`config.mk`:
```
export PLATFORM = sky130hd
export DESIGN_NAME = win3_stream_gen_flat
export DESIGN_NICKNAME = d
export VERILOG_FILES = /design/src/rtl/win3_stream_gen_if.sv /design/src/rtl/win3_stream_gen.sv /design/src/flat_wrapper.sv
export SDC_FILE = /design/constraint.sdc
export NUM_CORES = 1
export LEC_CHECK = 0
export CAP_MARGIN = 40
export CORE_AREA = 5 5 94 96
export DETAILED_ROUTE_END_ITERATION = 12
export DIE_AREA = 0 0 99 101
export PLACE_DENSITY_LB_ADDON = 0.2
export SLEW_MARGIN = 15
export SYNTH_ARGS = -nofsm -noshare
export SYNTH_HDL_FRONTEND = slang
export SYNTH_SLANG_ARGS = --single-unit
export TNS_END_PERCENT = 1
```
`constraint.sdc`:
```
create_clock -name clk -period 3 [get_ports clk]
set_input_delay 0.6 -clock clk [delete_from_list [all_inputs] [get_ports clk]]
set_output_delay 0.6 -clock clk [all_outputs]
set_load 0.01 [all_outputs]
```
`src/rtl/win3_stream_gen_if.sv`:
```
// Stream bundle between a pixel source, win3_stream_gen and the sorter.
//   s_valid/s_ready/s_data/s_last : input pixel stream, s_last marks end of line
//   m_valid/m_ready               : output window handshake
//   m_in1/m_in2/m_in3             : left/centre/right taps for the sorter
//   m_first/m_last                : window is first/last of its line
// slave  : the window generator
// master : the pixel source / window consumer side
interface win3_stream_gen_if #(
  parameter int DATA_W = 16
);
  logic              s_valid;
  logic              s_ready;
  logic [DATA_W-1:0] s_data;
  logic              s_last;
  logic              m_valid;
  logic              m_ready;
  logic [DATA_W-1:0] m_in1;
  logic [DATA_W-1:0] m_in2;
  logic [DATA_W-1:0] m_in3;
  logic              m_first;
  logic              m_last;

  modport slave (
    input  s_valid, s_data, s_last, m_ready,
    output s_ready, m_valid, m_in1, m_in2, m_in3, m_first, m_last
  );

  modport master (
    output s_valid, s_data, s_last, m_ready,
    input  s_ready, m_valid, m_in1, m_in2, m_in3, m_first, m_last
  );
endinterface

```
`src/rtl/win3_stream_gen.sv`:
```
// 3-tap window generator feeding a min/mid/max sorter (1-D median filter).
// One window (left, centre, right) is produced per input pixel; the line
// ends replicate the edge pixel.
//   clk : system clock, rising edge
//   rst : asynchronous active-high reset, discards any partial line
//   bus : win3_stream_gen_if slave (input pixel stream, output windows)
module win3_stream_gen #(
  parameter int DATA_W = 16
) (
  input  logic clk,
  input  logic rst,
  win3_stream_gen_if.slave bus
);

  typedef enum logic [1:0] {
    EMPTY = 2'd0,
    HOLD  = 2'd1,
    FLUSH = 2'd2
  } state_t;

  state_t            state_q, state_d;
  logic [DATA_W-1:0] a_q, a_d;   // left tap candidate
  logic [DATA_W-1:0] b_q, b_d;   // centre tap candidate
  logic              fp_q, fp_d; // next window is first of its line

  logic              mv_q;
  logic [DATA_W-1:0] in1_q, in2_q, in3_q;
  logic              first_q, last_q;

  logic              slot_free;
  logic              accept;
  logic              fire;
  logic [DATA_W-1:0] f1, f2, f3;
  logic              ffirst, flast;

  assign slot_free   = !mv_q || bus.m_ready;
  assign bus.s_ready = slot_free && (state_q != FLUSH);
  assign accept      = bus.s_valid && bus.s_ready;

  always_comb begin
    state_d = state_q;
    a_d     = a_q;
    b_d     = b_q;
    fp_d    = fp_q;
    fire    = 1'b0;
    f1      = '0;
    f2      = '0;
    f3      = '0;
    ffirst  = 1'b0;
    flast   = 1'b0;
    case (state_q)
      EMPTY: begin
        if (accept) begin
          if (bus.s_last) begin
            // single-pixel line: all three taps are the same pixel
            fire   = 1'b1;
            f1     = bus.s_data;
            f2     = bus.s_data;
            f3     = bus.s_data;
            ffirst = 1'b1;
            flast  = 1'b1;
          end else begin
            a_d     = bus.s_data;
            b_d     = bus.s_data;
            fp_d    = 1'b1;
            state_d = HOLD;
          end
        end
      end
      HOLD: begin
        if (accept) begin
          fire    = 1'b1;
          f1      = a_q;
          f2      = b_q;
          f3      = bus.s_data;
          ffirst  = fp_q;
          a_d     = b_q;
          b_d     = bus.s_data;
          fp_d    = 1'b0;
          if (bus.s_last) state_d = FLUSH;
        end
      end
      FLUSH: begin
        // input is stalled here; emit the last window with right edge replicated
        if (slot_free) begin
          fire    = 1'b1;
          f1      = a_q;
          f2      = b_q;
          f3      = b_q;
          ffirst  = fp_q;
          flast   = 1'b1;
          state_d = EMPTY;
        end
      end
      default: state_d = EMPTY;
    endcase
  end

  always_ff @(posedge clk or posedge rst) begin
    if (rst) begin
      state_q <= EMPTY;
      a_q     <= '0;
      b_q     <= '0;
      fp_q    <= 1'b0;
      mv_q    <= 1'b0;
      in1_q   <= '0;
      in2_q   <= '0;
      in3_q   <= '0;
      first_q <= 1'b0;
      last_q  <= 1'b0;
    end else begin
      state_q <= state_d;
      a_q     <= a_d;
      b_q     <= b_d;
      fp_q    <= fp_d;
      if (fire) begin
        mv_q    <= 1'b1;
        in1_q   <= f1;
        in2_q   <= f2;
        in3_q   <= f3;
        first_q <= ffirst;
        last_q  <= flast;
      end else if (slot_free) begin
        mv_q <= 1'b0;
      end
    end
  end

  assign bus.m_valid = mv_q;
  assign bus.m_in1   = in1_q;
  assign bus.m_in2   = in2_q;
  assign bus.m_in3   = in3_q;
  assign bus.m_first = first_q;
  assign bus.m_last  = last_q;

endmodule

```
`src/flat_wrapper.sv`:
```
// flat-port wrapper written by rule: the top's interface ports become plain ports
module win3_stream_gen_flat 
#(
  parameter int DATA_W = 16
)
  (clk, rst, bus_s_valid, bus_s_data, bus_s_last, bus_m_ready, bus_s_ready, bus_m_valid, bus_m_in1, bus_m_in2, bus_m_in3, bus_m_first, bus_m_last);
  win3_stream_gen_if #(.DATA_W(DATA_W)) bus_i ();
  input  logic clk;
  input  logic rst;
  input wire logic [$bits(bus_i.s_valid)-1:0] bus_s_valid;
  input wire logic [$bits(bus_i.s_data)-1:0] bus_s_data;
  input wire logic [$bits(bus_i.s_last)-1:0] bus_s_last;
  input wire logic [$bits(bus_i.m_ready)-1:0] bus_m_ready;
  output wire logic [$bits(bus_i.s_ready)-1:0] bus_s_ready;
  output wire logic [$bits(bus_i.m_valid)-1:0] bus_m_valid;
  output wire logic [$bits(bus_i.m_in1)-1:0] bus_m_in1;
  output wire logic [$bits(bus_i.m_in2)-1:0] bus_m_in2;
  output wire logic [$bits(bus_i.m_in3)-1:0] bus_m_in3;
  output wire logic [$bits(bus_i.m_first)-1:0] bus_m_first;
  output wire logic [$bits(bus_i.m_last)-1:0] bus_m_last;
  assign bus_i.s_valid = bus_s_valid;
  assign bus_i.s_data = bus_s_data;
  assign bus_i.s_last = bus_s_last;
  assign bus_i.m_ready = bus_m_ready;
  assign bus_s_ready = bus_i.s_ready;
  assign bus_m_valid = bus_i.m_valid;
  assign bus_m_in1 = bus_i.m_in1;
  assign bus_m_in2 = bus_i.m_in2;
  assign bus_m_in3 = bus_i.m_in3;
  assign bus_m_first = bus_i.m_first;
  assign bus_m_last = bus_i.m_last;
  win3_stream_gen #(.DATA_W(DATA_W)) u_core (.clk(clk), .rst(rst), .bus(bus_i));
endmodule
```
# Yosys cells after proc, flatten, opt, wreduce, memory -nomap -nowiden

Index checks and enable logic that the tools add are counted.

Logic and storage cells: 64
Output and inout port bits: 52
Flip-flop bits (word level): 86

Equal/unequal tests: 8
Reductions and logical operators: 9
Multiplexer cells: 37

Operators with widths:

| operator                                              | number |
|---|---|
| two-way mux 16 bit                                    | 11 |
| case mux 16 bit (3 select lines)                      | 3 |
| case mux 16 bit (2 select lines)                      | 2 |
| two-way mux 1 bit                                     | 11 |
| two-way mux 2 bit                                     | 5 |
| inequality test 2 x 1 -> 1 bit, second input constant | 3 |
| inequality test 2 bit, second input constant          | 3 |
| case mux 1 bit (3 select lines)                       | 2 |
| case mux 2 bit (3 select lines)                       | 1 |
| AND reduction 5 bit                                   | 1 |
| case mux 1 bit (2 select lines)                       | 2 |
| AND reduction 4 bit                                   | 1 |
| nonzero test 2 bit                                    | 2 |
| equality test 2 x 1 -> 1 bit, second input constant   | 1 |
| equality test 2 bit, second input constant            | 1 |
| logical AND 1 bit                                     | 2 |
| logical NOT 2 bit                                     | 1 |
| logical NOT 1 bit                                     | 1 |
| logical OR 1 bit                                      | 1 |

# Logic depth before layout (Yosys ltp)

Gate-level depths: netlist of the first run.

Depth in word-level cells: 7
Mapped depth: 8

# Worst setup path after synthesis of the first run

No wires, ideal clock.

Kind: register -> register
Start point: register u_core.state_q[0]
End point: register u_core.b_q[0]
Arrival time: 1.861 ns
Cell stages (with the launch flop): 8
Setup time: 0.125 ns
Path slack: 1.014 ns
Period minus slack after synthesis: 1.986 ns
Path through: dfrtp_1 -> inv_1 -> ha_1 -> nor2b_1 -> nand3_2 -> nor2_4 -> buf_4 -> mux2_2

Cells in the longest elaborated chain, start to end: 5

Ends and longest elaborated chain:

| what                                            | line                   | source |
|---|---|---|
| start, declared                                 | win3_stream_gen.sv:21  | `state_t state_q, state_d;` |
| start signal, assigned                          | win3_stream_gen.sv:112 | `state_q <= state_d;` |
| inequality test 2 bit                           | win3_stream_gen.sv:37  | `assign bus.s_ready = slot_free && (state_q != FLUSH);` |
| logical AND 1 bit                               | win3_stream_gen.sv:37  |  |
| logical AND 1 bit                               | win3_stream_gen.sv:38  | `assign accept = bus.s_valid && bus.s_ready;` |
| inequality test 2 x 1 -> 1 bit (no source line) | --                     |  |
| AND reduction 4 bit (no source line)            | --                     |  |
| end signal, assigned                            | win3_stream_gen.sv:103 | `b_q <= '0;` |
| end signal, assigned                            | win3_stream_gen.sv:114 | `b_q <= b_d;` |
| end, declared                                   | win3_stream_gen.sv:23  | `logic [DATA_W-1:0] b_q, b_d;` |

Several ways; a longest one is shown, not always the timed one.
A chain may end at the register's enable or synchronous reset.

# Worst setup path after layout of the first run

Start point: register u_core.state_q[1]
End point: register u_core.b_q[12]

The elaborated chain is that of the path after synthesis.

==> results.cfg, run 1 <==
[global_routing]
grtUsageMet1_pct = 32.6
grt_max_degree = 68
antenna_found_initial = 0
globalRouteOverflowTotal = 0
grt_pass1_vias = 3234
use_met3_pct = 5.47
grt.busiest_layer = met1
grt_pass1_wl_um = 17000
grt_util_all_layers_pct = 21.6
grtUsageMet2_pct = 30.6

[layout]
syn2layout_area_growth_pct = 28.3
final_cells = 570
utilization_pct = 63.9
num_antenna_cells = 0
final_nets = 486
fillers = 677
final_area_um2 = 5090
drive_gt1_share_pct = 12.3

[worst_setup_path]
worstSetupPathType = flop to flop
cp-start-kind = flop
critPathMaxFanout = 19
reg2reg_depth = 6
regToRegEndpoint = u_core.b_q[12]$_DFFE_PP0P_
cp_data_required_time_ps = 3240
reg2reg_from = u_core.state_q[1]$_DFFE_PP0P_
worst_ep_arrival_time_ps = 2690
endpoint_kind = flop
r2r_setup_slack_ps = 550

[logic_synthesis]
synthDominantCellAreaShare_pct = 54.2
synth.most_common_cell = dfrtp_1
synth_top_cells_by_count = dfrtp_1, a22oi_1, nand2_1
ys_top_cells_by_area = dfrtp_1, a22oi_1, o21ai_0, nand2_1, mux2_2
ys_warn_count = 0
synth_area_um2 = 3970
synth_cells = 390
syn_area_per_cell_um2 = 10.2
yosysTopAreaCell = dfrtp_1
synth_nets = 416
ys_async_sr_fraction_pct = 100
yosysSeqAreaShare_pct = 54.2
synth-main-ff-cell = dfrtp_1
post_synth_num_cell_types = 32
synth-edff-count = 0
ys_seq_elements = 86

[pwr]
p_per_area_nw_per_um2 = 1180
total_leakage_power_nw = 2.08
p_sw_mw = 2.31
switching_share_pct = 38.3
seqPwrFrac_pct = 36.0
peakVddDrop_v = 0.000525
internal_power_mw = 3.71
pwr-share-clk_pct = 16.2
p_comb_share_pct = 47.9

[placed_design]
postPlaceCellArea_um2 = 4850
dp.cells = 554
hpwl_um = 6870
port_buffers = 72
gp_congestion = 0.859

[timing]
worst_pin_slew_ps = 579
setup_violations = 0
whs_ps = 478
max_freq_mhz = 408
setup_tns_ps = 0
slew_headroom_pct = 61.3
clock_skew_ps = 8.75
fin_crit_ps = 2450
hold_viol_final = 0
rsz0062_at_grt = false
drv_slew = 0
timing.final.crit_share_pct = 81.6

[die]
row_count = 33
initial_core_util_pct = 49.8
die_y_um = 101
die_area_um2 = 10000
die_w_um = 99
ioPinCount = 73
core_area_um2 = 7970

[clocking]
cts_max_level = 3
post_cts_buffers = 0
ctsResizeCount = 0
cts_tree = done
root_buffer = clkbuf_8
cts_sinks = 86
cts_buffers = 9
cts_buffer_depth = 2
hold_buffers = 0
clk_latency_ps = 360
clk_pin_slew_ps = 80

[run_status]
status = finished clean

[drt]
vias = 3324
drc = 0
antenna_left = 0
drt-wirelength-per-cell_um = 17.8
drt-total-wl_um = 10100
drt-pass1-iter-count = 5
drt_iter0_drc = 249
vias_per_cell = 5.83

[flow_run]
drv_cap = 0

[min_path]
hold_start = u_core.bus.m_in3[15]$_DFFE_PP0P_
hp-class = flop to flop
hold_end = u_core.bus.m_in3[15]$_DFFE_PP0P_
min_delay_path_depth = 2
cells by family after synthesis:
logic type / after synthesis / share of synthesized area [%]
AO/OA/AOI/OAI: 153 / 24.3
adder cells (fa/ha/maj): 5 / 1.58
flip-flops: 86 / 54.2
multiplexers: 17 / 4.82
buffers and inverters: 36 / 3.91
AND/OR/NAND/NOR: 93 / 11.2
worst max-delay path: stages, from the launching register on:
cell     delay [ps]
dfrtp_1         430
inv_1           140
ha_1            520
buf_4           280
nor2_1           90
nor2_4          460
mux2_2          410
worst max path at each step:
| stage | start | endpoint | slack [ps] | cells after the start |
|---|---|---|---|---|
| after global placement | bus_s_valid | u_core.b_q[7]$_DFFE_PP0P_ | 520 | 5 |
| final | u_core.state_q[1]$_DFFE_PP0P_ | u_core.b_q[12]$_DFFE_PP0P_ | 550 | 6 |
| after global routing | u_core.state_q[1]$_DFFE_PP0P_ | u_core.b_q[9]$_DFFE_PP0P_ | 450 | 6 |
| after CTS | u_core.state_q[0]$_DFFE_PP0P_ | bus_s_ready | 560 | 4 |
| after floorplan | rst | u_core.a_q[0]$_DFFE_PP0P_ | 180 | 1 |
| after detailed placement | bus_s_last | u_core.b_q[12]$_DFFE_PP0P_ | 480 | 5 |
placed cells by master, fill, tap and decap left out, types with 2 or more instances in the layout:
master	instances
a21oi_1	15
a22oi_1	61
a2bb2oi_1	2
and2_1	3
buf_12	2
buf_4	14
bufinv_16	3
clkbuf_1	2
clkbuf_8	9
clkdlybuf4s50_1	72
dfrtp_1	86
ha_1	5
inv_1	6
mux2_2	17
nand2_1	54
nand2b_1	2
nor2_1	8
nor2b_1	14
nor3_1	3
o21ai_0	46
o21ai_1	17
o22ai_1	7
stage by stage:
stage | setup slack, ps | power, mW
5_1_grt | 450 | 6.49
2_1_floorplan | 178 | 3.79
4_1_cts | 563 | 6.06
6_report | 551 | 6.02
3_3_place_gp | 522 | 4.97
3_5_place_dp | 483 | 5.07
sequential cells by signal (all words and copies together), names as in the netlist:
| signal | cells |
|---|---|
| u_core.a_q | 16 |
| u_core.b_q | 16 |
| u_core.bus.m_first | 1 |
| u_core.bus.m_in1 | 16 |
| u_core.bus.m_in2 | 16 |
| u_core.bus.m_in3 | 16 |
| u_core.bus.m_last | 1 |
| u_core.bus.m_valid | 1 |
| u_core.fp_q | 1 |
| u_core.state_q | 2 |
metal layers:
metal  vias to the layer above  share of wire, %
li1                       1557                 -
met1                      1618                48
met2                       137                43
met3                        12               7.9
met4                         0              0.93
met5                         -                 0
power groups by stage:
stage,Combinational (mW),Clock (mW),Sequential [mW]
floorplan,1.54,0,2.25
global placement,2.82,0,2.15
detailed placement,2.88,0,2.18
CTS,2.90,0.995,2.16
global route,3.20,1.05,2.25
finish,2.88,0.975,2.17
area by class of cell:
type,count,area (um^2),area share [%]
clock inverters,5,106,2.09
inverters,7,27.5,0.541
multi-input cells,268,1680,32.9
well taps,105,131,2.58
repair buffers,88,866,17.0
clock buffers,11,131,2.58
flip-flops and latches,86,2150,42.3
Power figures use the tool's default switching activity.
==> run 2, diff against run 1 <==
Clock period 3 ns to 2.3 ns, I/O delays scaled along.
==> run 2 against run 1 <==
  * Worst setup slack worse by 460 ps
  * Combinational power is 34% higher
  * Critical path depth is 2 lower
  * Flip-flop and latch count stayed put
  * Wire length is 0.88% higher
  * First-iteration DRC count is 4.0% lower
  * Total power is 27% higher
  * Largest power group unchanged
  * Clock-buffer cell count is 1 lower
  * Via count is 0.33% higher
  * Register-to-register slack worse by 270 ps
==> results.cfg, run 2 (synthesis results as in run 1) <==
[run_status]
status = finished clean

[global_routing]
grt_pass1_vias = 3176
grt_max_degree = 87
grt_util_all_layers_pct = 21.3
grt_pass1_wl_um = 16800
antenna_found_initial = 0
globalRouteOverflowTotal = 0

[die]
row_count = 33
initial_core_util_pct = 49.8
ioPinCount = 73
die_w_um = 99
die_area_um2 = 10000
die_y_um = 101
core_area_um2 = 7970

[timing]
rsz0062_at_grt = false
max_freq_mhz = 453
clock_skew_ps = 10.3
timing.final.crit_share_pct = 95.9
fin_crit_ps = 2210
slew_headroom_pct = 69.5
whs_ps = 486
worst_pin_slew_ps = 458
setup_tns_ps = 0
hold_viol_final = 0
setup_ws_ps = 94.5
drv_slew = 0
setup_violations = 0

[worst_setup_path]
endpoint = bus_s_ready
max_stage_delay_ps = 540
reg2reg_depth = 6
worst_ep_arrival_time_ps = 1750
endpoint_kind = output port
r2r_setup_slack_ps = 280
path_cells = inv_1 > ha_2 > nor2_1 > clkdlybuf4s50_1
cp_data_required_time_ps = 1840
regToRegEndpoint = u_core.state_q[0]$_DFFE_PP0P_
worstSetupPathType = flop to output port
critPathMaxFanout = 8
cp_slowest_cell = clkdlybuf4s50_1
critPathLaunch = u_core.state_q[0]$_DFFE_PP0P_
reg2reg_from = u_core.state_q[0]$_DFFE_PP0P_
cp-start-kind = flop

[min_path]
hp-class = flop to flop

[clocking]
cts_tree = done
cts_buffer_depth = 2
cts_sinks = 86
cts_max_level = 3
hold_buffers = 0
clk_pin_slew_ps = 90
cts_buffers = 9
root_buffer = clkbuf_8
clk_latency_ps = 360

[placed_design]
hpwl_um = 6930
port_buffers = 72
pre_cts_slack_ps = 109
gp_congestion = 0.826

[pwr]
peakVddDrop_v = 0.000778
p_per_area_nw_per_um2 = 1510
total_leakage_power_nw = 2.07

[drt]
vias_per_cell = 5.82
drt-pass1-iter-count = 5
vias = 3335
drc = 0
drt-wirelength-per-cell_um = 17.8
drt-total-wl_um = 10200
drt_iter0_drc = 239
antenna_left = 0

[flow_run]
drv_cap = 0

[layout]
fillers = 670
layout_common_cells = dfrtp_1, clkdlybuf4s50_1, a22oi_1, nand2_1, o21ai_0
utilization_pct = 64.0
final_common_cell = dfrtp_1
drive_gt1_share_pct = 13.5
final_nets = 489
syn2layout_area_growth_pct = 28.6
num_antenna_cells = 0
## run 2: critical path, delay by kind of cell (launching register included)
kind	cells	cell delay (ps)
simple gates	1	110
fa+ha+maj	1	240
flops	1	390
buf+inv	2	630
## run 2: metal layers
layer  GRT usage, %  part of all wire (%)  vias to the layer above
li1               -                     -                     1561
met1           31.4                    48                     1654
met2           31.4                    45                      106
met3           4.15                   5.8                       14
met4           7.56                   1.5                        0
met5              0                     0                        -
## run 2: power by group
part           leakage, nW  internal [mW]  switching (mW)
Clock               0.0849          0.425           0.567
Sequential            1.06           2.29           0.541
Combinational        0.924           1.91            1.95
## run 2: worst min path at each step
stage	end	from	depth (start not counted)	slack [ps]
3_3_place_gp	u_core.bus.m_in2[4]$_DFFE_PP0P_	u_core.bus.m_in2[4]$_DFFE_PP0P_	2	470
6_report	u_core.bus.m_in1[4]$_DFFE_PP0P_	u_core.bus.m_in1[4]$_DFFE_PP0P_	2	490
2_1_floorplan	u_core.fp_q$_DFFE_PP0P_	u_core.fp_q$_DFFE_PP0P_	2	470
5_1_grt	u_core.bus.m_in2[1]$_DFFE_PP0P_	u_core.bus.m_in2[1]$_DFFE_PP0P_	2	510
3_5_place_dp	u_core.bus.m_in1[4]$_DFFE_PP0P_	u_core.bus.m_in1[4]$_DFFE_PP0P_	2	470
4_1_cts	u_core.bus.m_in1[4]$_DFFE_PP0P_	u_core.bus.m_in1[4]$_DFFE_PP0P_	2	490
## run 2: timing repair
item,4_1_cts,5_1_grt
setup buffers,0,1
resized for setup,1,0
setup endpoints to repair,1,1
## run 2: cell type report
| class | count | area [um^2] | share of cell area, % |
|---|---|---|---|
| flip-flops and latches | 86 | 2150 | 42.2 |
| well taps | 105 | 131 | 2.58 |
| multi-input cells | 268 | 1680 | 32.9 |
| repair buffers | 91 | 926 | 18.2 |
| clock inverters | 6 | 45.0 | 0.883 |
| clock buffers | 10 | 138 | 2.70 |
| inverters | 7 | 30.0 | 0.589 |
## run 2: through the flow
| step | total power [mW] | area [um^2] | instances |
|---|---|---|---|
| 5_1_grt | 8.26 | 5100 | 573 |
| 4_1_cts | 7.71 | 5090 | 572 |
| 3_5_place_dp | 6.72 | 4910 | 556 |
| 3_3_place_gp | 6.54 | 4910 | 556 |
| 2_1_floorplan | 4.94 | 3970 | 390 |
| 6_report | 7.68 | 5100 | 573 |
==> run 3, diff against run 2 <==
Settings changed: ABC_AREA set to 1, CORE_AREA 5 5 94 96 to 5 5 101 103, DIE_AREA 0 0 99 101 to 0 0 106 108, GPL_ROUTABILITY_DRIVEN set to 1.
Clock period 2.3 ns to 1.89 ns, I/O delays scaled along.
==> run 3 against run 2 <==
  * Flip-flop and latch count unchanged
  * Clock power increased by 38%
  * Sequential share of layout area decreased by 3.3 points
  * Combinational power increased by 37%
  * Critical path type is now flop to flop
  * Critical endpoint is now u_core.a_q[10]$_DFFE_PP0P_
  * Largest cell class unchanged
==> results.cfg, run 3 <==
[run_status]
status = finished clean

[drt]
vias_per_cell = 5.33
vias = 3962
drt-total-wl_um = 11400
drc = 0
drt_iter0_drc = 391
antenna_left = 0
drt-pass1-iter-count = 5
drt-wirelength-per-cell_um = 15.3

[global_routing]
grt_pass1_vias = 3569
antenna_found_initial = 0
globalRouteOverflowTotal = 0
grt_pass1_wl_um = 17900
grt_max_degree = 51
grt_util_all_layers_pct = 19.5

[die]
die_area_um2 = 11400
ioPinCount = 73
die_y_um = 108
row_count = 35
core_area_um2 = 9110
die_w_um = 106
initial_core_util_pct = 46.6

[layout]
fillers = 794
final_area_um2 = 5530
syn2layout_area_growth_pct = 30.5
num_antenna_cells = 0
drive_gt1_share_pct = 10.3
final_common_cell = nand2_1
final_cells = 744
final_nets = 654
layout_common_cells = nand2_1, dfrtp_1, clkdlybuf4s50_1, nor2_1, a21oi_1

[placed_design]
dp.cells = 720
hpwl_um = 7910
port_buffers = 72
gp_congestion = 0.847
postPlaceCellArea_um2 = 5180

[logic_synthesis]
yosysTopAreaCell = dfrtp_1
yosysSeqAreaShare_pct = 50.7
ys_seq_elements = 86
synth-main-ff-cell = dfrtp_1
post_synth_num_cell_types = 24
synth_cells = 550
ys_warn_count = 0
synth_top_cells_by_count = nand2_1, dfrtp_1, nor2_1
synth_area_um2 = 4240
synth.most_common_cell = nand2_1
synthDominantCellAreaShare_pct = 50.7
syn_area_per_cell_um2 = 7.71
synth-edff-count = 0
ys_top_cells_by_area = dfrtp_1, nand2_1, nand4_1, a21oi_1, nor2_1
synth_nets = 576
ys_async_sr_fraction_pct = 100

[min_path]
hp-class = primary input to async pin

[worst_setup_path]
crit_path_frequent_cell = buf_6
cp_data_required_time_ps = 2150
critPathTopFamily = simple AND/OR/NAND/NOR gates
max_stage_delay_ps = 450
critPathMaxFanout = 8
worst-path-buf-inv = 2
worst_ep_arrival_time_ps = 2110
cp_slowest_cell = dfrtp_2
cp-start-kind = flop
worstSetupPathType = flop to flop
endpoint_kind = flop
path_cells = ha_4 > a21oi_4 > buf_6 > nand2_4 > nor2_4 > buf_6 > nor2_1 > a21oi_1

[clocking]
clk_pin_slew_ps = 100
cts_max_level = 3
cts_sinks = 86
cts_tree = done
root_buffer = clkbuf_8
cts_buffer_depth = 2
clk_latency_ps = 360
cts_buffers = 9

[timing]
worst_pin_slew_ps = 419
fin_crit_ps = 1850
hold_viol_final = 0
setup_violations = 0
rsz0062_at_grt = true
clock_skew_ps = 13.6
max_freq_mhz = 540
drv_slew = 0
slew_headroom_pct = 72.0
timing.final.crit_share_pct = 97.9

[pwr]
p_per_area_nw_per_um2 = 1820
peakVddDrop_v = 0.000744
total_leakage_power_nw = 2.81

[flow_run]
drv_cap = 0
## run 3: timing repair
item	CTS	global route
pin swaps	0	2
hold buffers	0	0
gates resized for setup	3	11
buffers inserted	0	4
cloned	0	4
setup endpoints to repair	1	68
## run 3: cell type report
class | count | area [um^2] | share of cell area [%]
flip-flops and latches | 86 | 2150 | 38.9
multi-input cells | 409 | 1850 | 33.5
repair buffers | 100 | 1090 | 19.7
well taps | 111 | 139 | 2.51
clock buffers | 10 | 138 | 2.49
inverters | 22 | 86.3 | 1.56
clock inverters | 6 | 72.6 | 1.31
## run 3: path summary, 6_finish.rpt
path	from	endpoint	slack, ps	cells after the start
max	u_core.state_q[1]$_DFFE_PP0P_	u_core.a_q[10]$_DFFE_PP0P_	40	8
min	rst	u_core.bus.m_in3[1]$_DFFE_PP0P_	370	2
max reg2reg	u_core.state_q[1]$_DFFE_PP0P_	u_core.a_q[10]$_DFFE_PP0P_	40	8
min reg2reg	u_core.bus.m_in2[14]$_DFFE_PP0P_	u_core.bus.m_in2[14]$_DFFE_PP0P_	480	2
max in group asynchronous	rst	u_core.state_q[1]$_DFFE_PP0P_	1000	3
min in group clk	u_core.bus.m_in2[14]$_DFFE_PP0P_	u_core.bus.m_in2[14]$_DFFE_PP0P_	480	2
## run 3: stage by stage
step	hold slack [ps]	setup WS (ps)	util [%]	setup TNS [ps]	power [mW]
2_1_floorplan	480	258	-	0	6.27
3_5_place_dp	458	-185	56.9	-4730	8.38
5_1_grt	393	-47.3	60.8	-339	10.8
4_1_cts	372	11.2	59.2	0	9.76
6_report	365	39.3	60.8	0	10.0
3_3_place_gp	453	-154	56.9	-2870	8.22
## run 3: routing by layer
metal	part of all wire, %	GRT usage (%)	vias up
met5	0	0	-
met4	1.5	6.48	0
met3	6.4	3.34	16
met2	42	27.5	161
met1	50	30.2	1853
li1	-	-	1932
## run 3: kinds of logic (layout without fill, tap and decap cells)
logic type                 count (synthesis)  in the layout  share of synthesized area (%)
DFF                                       86             86                           50.7
AOI/OAI and AO/OA                         55             55                           6.90
muxes                                      3              3                          0.708
buffers and inverters                     55            138                           6.17
and+or+nand+nor                          346            346                           34.0
adders and majority gates                  5              5                           1.47
## run 3: power breakdown
part           switching, mW  total, mW  internal, mW
clock                  0.702       1.37         0.666
sequential             0.635       3.41          2.77
combinational           2.87       5.27          2.40
total                   4.21       10.0          5.84
